### config.mk
export PLATFORM = sky130hd
export DESIGN_NAME = decimal_counter
export DESIGN_NICKNAME = d
export VERILOG_FILES = /design/src/rtl/decimal_counter_pkg.sv /design/src/rtl/decimal_counter_digit.sv /design/src/rtl/decimal_counter.sv
export SDC_FILE = /design/constraint.sdc
export NUM_CORES = 1
export LEC_CHECK = 0
export BUFFER_PORTS_ARGS = -buffer_cell sky130_fd_sc_hd__buf_2
export CORE_MARGIN = 2
export CORE_UTILIZATION = 53
export DETAILED_ROUTE_END_ITERATION = 16
export MAX_ROUTING_LAYER = met4
export PLACE_DENSITY_LB_ADDON = 0.25
export SYNTH_ARGS = -nofsm -noshare
export SYNTH_HDL_FRONTEND = slang
export SYNTH_HIERARCHICAL = 1
export SYNTH_SLANG_ARGS = --single-unit
### constraint.sdc
create_clock -name sigIn -period 5.75 [get_ports sigIn]
set_clock_uncertainty 0.2 [all_clocks]
set_input_delay 0.2875 -clock sigIn [delete_from_list [all_inputs] [get_ports sigIn]]
set_output_delay 0.2875 -clock sigIn [all_outputs]
set_load 0.005 [all_outputs]
### src/rtl/decimal_counter_pkg.sv
// Shared BCD definitions for the decimal event counter.
package decimal_counter_pkg;

    typedef logic [3:0] bcd_digit_t;

    localparam bcd_digit_t BCD_MAX  = 4'd9;
    localparam bcd_digit_t BCD_ZERO = 4'd0;

    // Next value of a single BCD digit on an increment, wrapping 9 -> 0.
    function automatic bcd_digit_t bcd_next(input bcd_digit_t d);
        if (d == BCD_MAX) begin
            return BCD_ZERO;
        end
        return d + 4'd1;
    endfunction

endpackage

### src/rtl/decimal_counter_digit.sv
// One BCD digit of the decimal counter: holds 0-9 and produces a carry
// when it is incremented from 9. Clocked by the counted signal itself.
module bcd_digit
    import decimal_counter_pkg::*;
(
    input  logic       sigIn,
    input  logic       reset,
    input  logic       inc,
    output logic [3:0] digit,
    output logic       carry
);

    bcd_digit_t digit_q;
    bcd_digit_t digit_d;

    // Next-state: reset clears, an increment advances with 9 -> 0 wrap, else hold.
    always_comb begin
        digit_d = digit_q;
        if (reset) begin
            digit_d = BCD_ZERO;
        end else if (inc) begin
            digit_d = bcd_next(digit_q);
        end
    end

    // Digit register; the only state in this block.
    always_ff @(posedge sigIn) begin
        digit_q <= digit_d;
    end

    // Carry is combinational on the registered digit so the whole chain
    // settles within one sigIn period with no ripple registers.
    assign carry = inc & (digit_q == BCD_MAX);
    assign digit = digit_q;

endmodule

### src/rtl/decimal_counter.sv
// Multi-digit packed-BCD event counter. Counts rising edges of sigIn while
// enable is high; count[3:0] is the units digit.
module decimal_counter
    import decimal_counter_pkg::*;
#(
    parameter int DIGITS = 4
) (
    input  logic                  sigIn,
    input  logic                  reset,
    input  logic                  enable,
    output logic [4*DIGITS-1:0]   count
);

    // inc_chain[k] is the increment request into digit k; the entry past the
    // top digit is the wrap carry, which is deliberately discarded.
    logic [DIGITS:0] inc_chain;
    logic            unused_wrap_carry;

    assign inc_chain[0]      = enable;
    assign unused_wrap_carry = inc_chain[DIGITS];

    genvar k;
    generate
        for (k = 0; k < DIGITS; k++) begin : g_digit
            logic [3:0] digit_w;

            bcd_digit u_digit (
                .sigIn (sigIn),
                .reset (reset),
                .inc   (inc_chain[k]),
                .digit (digit_w),
                .carry (inc_chain[k+1])
            );

            assign count[4*k +: 4] = digit_w;
        end
    endgenerate

endmodule

==> results of run 1 <==
## worst paths after layout
check / to / depth (start not counted) / from / slack (ns)
max reg2reg: g_digit[3].u_digit/digit[3] / 9 / g_digit[0].u_digit/digit[0] / 2.07
max: g_digit[3].u_digit/digit[3] / 9 / g_digit[0].u_digit/digit[0] / 2.07
min reg2reg: g_digit[3].u_digit/digit[3] / 2 / g_digit[3].u_digit/digit[3] / 0.34
min: g_digit[0].u_digit/digit[0] / 3 / enable / 0.12
## area by class of cell
cell class / count / area [µm²]
inverter: 4 / 15.0
multi-input combinational: 55 / 412
fill: 115 / 423
tap: 15 / 18.8
timing repair buffer: 18 / 90.1
clock buffer: 3 / 22.5
sequential: 16 / 320
## through the flow
step	util	instances
after global placement	0.658	108
after CTS	0.675	111
after floorplan	-	75
final	0.675	111
after global routing	0.675	111
after detailed placement	0.658	108
## power breakdown
part	total [mW]	switching (mW)	internal [mW]
logic	0.00875	0.00498	0.00377
clock network	0.0560	0.0318	0.0242
registers	0.114	0.00198	0.112
total	0.179	0.0388	0.140
## layout by cell type, fill, tap and decap left out, types with 8 or more instances in the layout
cell type  count
nor2_1         8
dfxtp_1       16
nand2_1        8
buf_2         18
a21oi_1        8
xnor2_1        8
## metal layers
metal	wire length [µm]	up-vias
li1	-	309
met1	607	275
met2	658	9
met3	49	2
met4	12	0
met5	0	-
## worst reg2reg max path: cells and delay by family (launching register included)
kind / cells / cell delay, ns
compound gates: 1 / 0.19
flops: 1 / 0.41
simple gates: 7 / 2.51
mux: 1 / 0.31
==> impl_metrics.toml, run 1 <==
[worst_setup_path]
end_kind = "register"
cp_max_fo = 4
critPathMaxStageDelay_ns = 0.60
cp_slowest_cell = "nor4b_1"
cp_top_family = "simple AND/OR/NAND/NOR gates"
crit_type = "register to register"
critPathRequiredTime_ns = 5.74
path_buf_inv = 0
cp-start-kind = "register"
path_cells = "nand2_1 -> nor4b_1 -> nand2_1 -> nor4b_1 -> nand2_1 -> nor4b_1 -> nand3_2 -> mux2_2 -> o32ai_2"
arrival_ns = 3.67

[global_route]
grt_antenna_before_repair = 0
grtUsageMet1 = 0.207
grt_pass1_vias = 548
grt.busiest_layer = "met2"
grt_max_degree = 21
overflow = 0
globalRouteMet2Util = 0.275
grt_use_total = 0.173
grt_pass1_wl_um = 2320
use_met3 = 0.0435

[placed_design]
place_area_um2 = 856
dp_hpwl_um = 984
gp_congestion = 0.761
place_ws_ns = 2.08
port_buffers = 18

[cts]
htreeDepth = 1
cts_tree = "done"
cts_resized = 0
cts-root-buf = "clkbuf_4"
cts_buffer_depth = 2
cts_setup_buffers = 0
numCtsBuffers = 3
cts_num_sinks = 16
clk_pin_slew_ns = 0.08
hold_buffers = 0
worst_skew_pair.late_latency_ns = 0.27

[drt]
routed-via-count = 595
drc = 0
dr.pass1.iters = 4
wl_per_cell_um = 12.0
final_antenna_net_count = 0
avgViaCountPerCell = 5.36
drt_iter0_markers = 6
wl_um = 1330

[floorplan]
core_mm2 = 0.00130
die_area_mm2 = 0.00173
io_pins = 19
fp-row-count = 13
die_w_um = 41.5
die_height_um = 41.5
start_util = 0.574

[finish]
final_layout_size_suffix_gt1_frac = 0.385
fin_nets = 101
largest_reg_flops = 16
diodes = 0
syn2layout_area_growth_pct = 17.6
design_area_um2 = 878

[timing]
rsz0062_at_grt = "no"
max_freq_mhz = 271
fin_crit_sh = 0.641
hold_viol = 0
worst_slack_ns = 2.07
finalSetupViolations = 0
period_needed_ns = 3.68
max_slew_margin = 0.550
drv_slew = 0
tns_ns = 0
tightest_slew_ns = 0.665
whs_ns = 0.123

[logic_synthesis]
ys_warn_count = 6
synth_area_per_cell_um2 = 9.96
syn_inst = 75
synth_nets = 78
syn-cell-area_um2 = 747

[power]
peakVddDrop_mv = 0.172
power_uw = 179
p_per_area_mw_per_mm2 = 204
leakagePower_nw = 0.335

[flow_run]
maxCapViolations = 0

[outcome]
status = "complete, no violations"

[worst_hold_path]
hp-class = "primary input to register"
Power figures use the tool's default switching activity.
==> inputs of run 2 (changes only) <==
--- a/config.mk
+++ b/config.mk
@@ -5,9 +5,10 @@
 export SDC_FILE = /design/constraint.sdc
 export NUM_CORES = 1
 export LEC_CHECK = 0
+export ABC_AREA = 1
 export BUFFER_PORTS_ARGS = -buffer_cell sky130_fd_sc_hd__buf_2
 export CORE_MARGIN = 2
-export CORE_UTILIZATION = 53
+export CORE_UTILIZATION = 45
 export DETAILED_ROUTE_END_ITERATION = 16
 export MAX_ROUTING_LAYER = met4
 export PLACE_DENSITY_LB_ADDON = 0.25
==> constraint.sdc (replaced) <==
create_clock -name sigIn -period 3.35 [get_ports sigIn]
set_clock_uncertainty 0.2 [all_clocks]
set_input_delay 0.1675 -clock sigIn [delete_from_list [all_inputs] [get_ports sigIn]]
set_output_delay 0.1675 -clock sigIn [all_outputs]
set_load 0.005 [all_outputs]
==> run 2 against run 1 <==
Effect of this change:
- worst hold slack lost 0.094 ns
- setup slack got worse by 1.2 ns
- largest power group unchanged
- synthesized area down 1.3%
- non-clock buffer count grew 1
- utilization fell by 9.8 points
- via count rose by 25%
- sequential cell count stayed put
- clock power rose by 77%
==> impl_metrics.toml, run 2 <==
[outcome]
status = "complete, no violations"

[worst_hold_path]
hp-class = "primary input to register"
worstHoldEndpoint = "g_digit[3].u_digit/digit[2]"
whs_path_depth = 4
min-delay-start = "reset"

[finish]
seqCellArea_um2 = 320
final_cell_mix = "nand2_1, inv_1, buf_2, dfxtp_1, nor2_1"
final_common_cell = "nand2_1"
syn2layout_area_growth_pct = 19.4
fin_nets = 134
nFillCells = 143
fin_util = 0.577
final_layout_size_suffix_gt1_frac = 0.256
diodes = 0
largest_reg_flops = 16
multi_input_area_um2 = 342

[drt]
final_antenna_net_count = 0
wl_um = 1380
wl_per_cell_um = 9.54
routed-via-count = 742
drc = 0
avgViaCountPerCell = 5.12
dr.pass1.iters = 5
drt_iter0_markers = 18

[logic_synthesis]
syn_inst = 107
ys_warn_count = 6
synth_nets = 110
synth_area_per_cell_um2 = 6.89
syn-cell-area_um2 = 737

[worst_setup_path]
r2r_start = "g_digit[0].u_digit/digit[0]"
critPathRequiredTime_ns = 3.33
cp_max_fo = 4
end_kind = "register"
worstRegToRegCells = 11
arrival_ns = 2.43
cp_top_family = "simple AND/OR/NAND/NOR gates"
worst_r2r_endpoint = "g_digit[3].u_digit/digit[3]"
path_cells = "dlygate4sd3_1 -> buf_2 -> nand3_1 -> nor2_1 -> nand3_1 -> nor2_1 -> nand3_1 -> nor2_1 -> nand2_2 -> nor2_2 -> nand3_1 -> nand2_1 -> nor2_1"
cp_slowest_cell = "dlygate4sd3_1"
critPathMaxStageDelay_ns = 0.52
cp-start-kind = "primary input"
crit_type = "primary input to register"
path_buf_inv = 2
rrSetupSlack_ns = 1.03

[floorplan]
io_pins = 19
core_mm2 = 0.00152
die_w_um = 44.5
die_area_mm2 = 0.00198
die_height_um = 44.5
fp-row-count = 14
start_util = 0.484

[timing]
drv_slew = 0
period_needed_ns = 2.44
tightest_slew_ns = 0.286
whs_ns = 0.0291
worst_slack_ns = 0.907
max_slew_margin = 0.808
fin_crit_sh = 0.729
finalSetupViolations = 0
tns_ns = 0
rsz0062_at_grt = "no"
max_freq_mhz = 409
hold_viol = 0

[cts]
cts_tree = "done"
numCtsBuffers = 3
hold_buffers = 1
cts_setup_buffers = 0
cts_resized = 0
cts_buffer_depth = 2
worst_skew_pair.late_latency_ns = 0.28
cts-root-buf = "clkbuf_4"
clk_pin_slew_ns = 0.09
cts_num_sinks = 16
htreeDepth = 1

[power]
peakVddDrop_mv = 0.181
power_uw = 312
leakagePower_nw = 0.397
p_per_area_mw_per_mm2 = 354

[placed_design]
port_buffers = 18
place_ws_ns = 1.06
gp_congestion = 0.798
dp_hpwl_um = 1070

[global_route]
grt_pass1_wl_um = 2270
grt_use_total = 0.165
grt_pass1_vias = 594
overflow = 0
grt_antenna_before_repair = 0
grt_max_degree = 9

[flow_run]
maxCapViolations = 0
==> run 2: final cells by class <==
class / count / area share
inverter: 20 / 0.0853
tap: 16 / 0.0228
sequential: 16 / 0.364
multi-input combinational: 71 / 0.388
timing repair buffer: 19 / 0.114
clock buffer: 3 / 0.0256
==> run 2: how the worst max path moves through the flow <==
| stage | slack (ns) | endpoint | cells after the start | from |
|---|---|---|---|---|
| 6_report | 0.91 | g_digit[3].u_digit/digit[3] | 13 | enable |
| 5_1_grt | 0.66 | g_digit[3].u_digit/digit[3] | 13 | enable |
| 4_1_cts | 0.94 | g_digit[3].u_digit/digit[3] | 13 | enable |
| 3_5_place_dp | 1.06 | g_digit[3].u_digit/digit[3] | 11 | g_digit[0].u_digit/digit[0] |
| 3_3_place_gp | 1.14 | g_digit[3].u_digit/digit[3] | 11 | g_digit[0].u_digit/digit[0] |
| 2_1_floorplan | 1.29 | g_digit[3].u_digit/digit[3] | 11 | g_digit[0].u_digit/digit[0] |
==> run 2: worst min-delay path: stages <==
cell and delay (ns):
buf_2 0.12, inv_1 0.08, nand2_1 0.08, a21oi_2 0.03
==> run 2: layer usage <==
layer	routed length, µm	global-route usage	up-vias	part of all wire
met5	0	-	-	0
met4	13	0.109	0	0.0094
met2	638	0.235	22	0.46
met1	669	0.199	335	0.48
met3	63	0.0490	2	0.046
li1	-	-	383	-
==> run 2: metrics by stage <==
stage	instances	cell area, µm²
after floorplan	107	737
after global placement	141	847
after detailed placement	141	847
after CTS	145	880
after global routing	145	880
final	145	880
==> run 2: power by group <==
group          leakage [nW]  internal (mW)  switching [mW]
sequential            0.129          0.192         0.00192
combinational         0.253        0.00723          0.0112
clock                0.0138         0.0417          0.0576
total                 0.397          0.241          0.0708
==> inputs of run 3 (changes only) <==
--- a/config.mk
+++ b/config.mk
@@ -8,7 +8,7 @@
 export ABC_AREA = 1
 export BUFFER_PORTS_ARGS = -buffer_cell sky130_fd_sc_hd__buf_2
 export CORE_MARGIN = 2
-export CORE_UTILIZATION = 45
+export CORE_UTILIZATION = 49
 export DETAILED_ROUTE_END_ITERATION = 16
 export MAX_ROUTING_LAYER = met4
 export PLACE_DENSITY_LB_ADDON = 0.25
==> constraint.sdc (replaced) <==
create_clock -name sigIn -period 2.4 [get_ports sigIn]
set_clock_uncertainty 0.2 [all_clocks]
set_input_delay 0.12 -clock sigIn [delete_from_list [all_inputs] [get_ports sigIn]]
set_output_delay 0.12 -clock sigIn [all_outputs]
set_load 0.005 [all_outputs]
==> run 3 against run 2 <==
Effect of this change:
- clock power grew 75%
- combinational power grew 48%
- setup slack lost 0.63 ns
- via count decreased by 3.2%
- global-route usage is 2.5 points higher
- first-iteration DRC count shrank 5.6%
- cell area grew 4.0%
- clock-buffer cell count grew 1
- total power up 52%
- register-to-register slack got worse by 0.69 ns
- worst hold slack better by 0.29 ns
==> impl_metrics.toml, run 3 (synthesis gave the netlist of run 2 again) <==
[outcome]
status = "complete, no violations"

[worst_setup_path]
arrival_ns = 2.11
path_buf_inv = 2
cp-start-kind = "primary input"
cp_slowest_cell = "dlygate4sd3_1"
critPathMaxStageDelay_ns = 0.52
crit_type = "primary input to register"
cp_max_fo = 4
critPathRequiredTime_ns = 2.38
cp_common_cell = "nand3_1"
cp_top_family = "simple AND/OR/NAND/NOR gates"
path_cells = "dlygate4sd3_1 -> buf_2 -> nand3_1 -> nor2_1 -> nand3_1 -> nor2_2 -> nand3_1 -> nor2_2 -> nand2_2 -> nor2_2 -> nand3_1 -> nand2_1 -> nor2_1"
end_kind = "register"

[power]
peakVddDrop_mv = 0.308
leakagePower_nw = 0.413
p_per_area_mw_per_mm2 = 517

[cts]
cts_buffer_depth = 2
worst_skew_pair.late_latency_ns = 0.28
cts_num_sinks = 16
htreeDepth = 1
cts_tree = "done"
numCtsBuffers = 3
cts-root-buf = "clkbuf_4"
clk_pin_slew_ns = 0.09

[timing]
tns_ns = 0
fin_crit_sh = 0.885
whs_ns = 0.316
max_slew_margin = 0.878
rsz0062_at_grt = "no"
tightest_slew_ns = 0.182
max_freq_mhz = 471
finalSetupViolations = 0
drv_slew = 0
period_needed_ns = 2.12
hold_viol = 0

[drt]
final_antenna_net_count = 0
wl_per_cell_um = 9.77
drc = 0
wl_um = 1440
dr.pass1.iters = 4
drt_iter0_markers = 17
routed-via-count = 718
avgViaCountPerCell = 4.88

[finish]
fin_nets = 136
final_cell_mix = "nand2_1, inv_1, buf_2, dfxtp_1, nor2_1"
syn2layout_area_growth_pct = 24.1
largest_reg_flops = 16
design_area_um2 = 915
final_common_cell = "nand2_1"
final_layout_size_suffix_gt1_frac = 0.280
fin_util = 0.677
diodes = 0

[global_route]
grt_pass1_wl_um = 2560
grt_use_total = 0.190
grt_antenna_before_repair = 0
grt_pass1_vias = 678
grt_max_degree = 10
overflow = 0

[floorplan]
io_pins = 19
die_w_um = 42.8
start_util = 0.546
core_mm2 = 0.00135
die_area_mm2 = 0.00183
die_height_um = 42.8
fp-row-count = 13

[placed_design]
dp_hpwl_um = 1120
place_area_um2 = 853
gp_congestion = 0.852
port_buffers = 18

[worst_hold_path]
hp-class = "register to register"

[flow_run]
maxCapViolations = 0
==> run 3: cell count changes in the layout (fill, tap and decap cells not counted), sizes merged <==
cell,delta
buf,+1
dlygate4sd3,+1
clkbuf,+1
==> run 3: worst reg2reg max path: stages (launching register included) <==
cell,delay (ns)
dfxtp_1,0.33
inv_1,0.11
nand3_1,0.13
nor2_1,0.16
nand3_1,0.14
nor2_2,0.19
nand3_1,0.16
nor2_2,0.18
nand2_2,0.08
nor2_2,0.10
nand3_1,0.07
nand2_1,0.07
nor2_1,0.03
==> run 3: path summary, 6_finish.rpt <==
path / cells after the start / to / startpoint / slack [ns]
worst min register to register: 2 / g_digit[3].u_digit/digit[2] / g_digit[3].u_digit/digit[2] / 0.32
worst max register to register: 12 / g_digit[3].u_digit/digit[3] / g_digit[0].u_digit/digit[1] / 0.34
worst min-delay path: 2 / g_digit[3].u_digit/digit[2] / g_digit[3].u_digit/digit[2] / 0.32
worst max-delay path: 13 / g_digit[3].u_digit/digit[3] / enable / 0.28
==> run 3: layout make-up <==
type                            instances  area, µm²
Multi-Input combinational cell         71        347
Fill cell                             127        435
Clock buffer                            4       36.3
Tap cell                               15       18.8
Timing Repair Buffer                   21        118
Inverter                               20       75.1
Sequential cell                        16        320
==> run 3: what timing repair did <==
| item | CTS | global route |
|---|---|---|
| hold buffers | 2 | 0 |
| resized for setup | 0 | 2 |
| setup endpoints to repair | 0 | 2 |
| endpoints found under the hold margin | 16 | 0 |
| buffers inserted | 0 | 0 |
==> run 3: per-layer routing <==
metal,up-vias,part of all wire,global-route usage
met5,-,0,-
met4,0,0.0042,0.113
met3,2,0.042,0.0553
met2,15,0.50,0.312
met1,316,0.45,0.200
li1,385,-,-
==> run 3: where the power goes <==
group	internal, mW	switching [mW]	total, mW	leakage (nW)
Combinational	0.0112	0.0162	0.0274	0.263
Sequential	0.268	0.00299	0.271	0.129
Clock	0.0924	0.0818	0.174	0.0210
==> run 3: metrics by stage <==
step | worst slack, ns | std cells | total power, mW
CTS | 0.163 | 147 | 0.479
detailed placement | 0.247 | 141 | 0.302
finish | 0.277 | 147 | 0.473
floorplan | 0.338 | 107 | 0.293
global route | 0.0113 | 147 | 0.494
global placement | 0.338 | 141 | 0.301
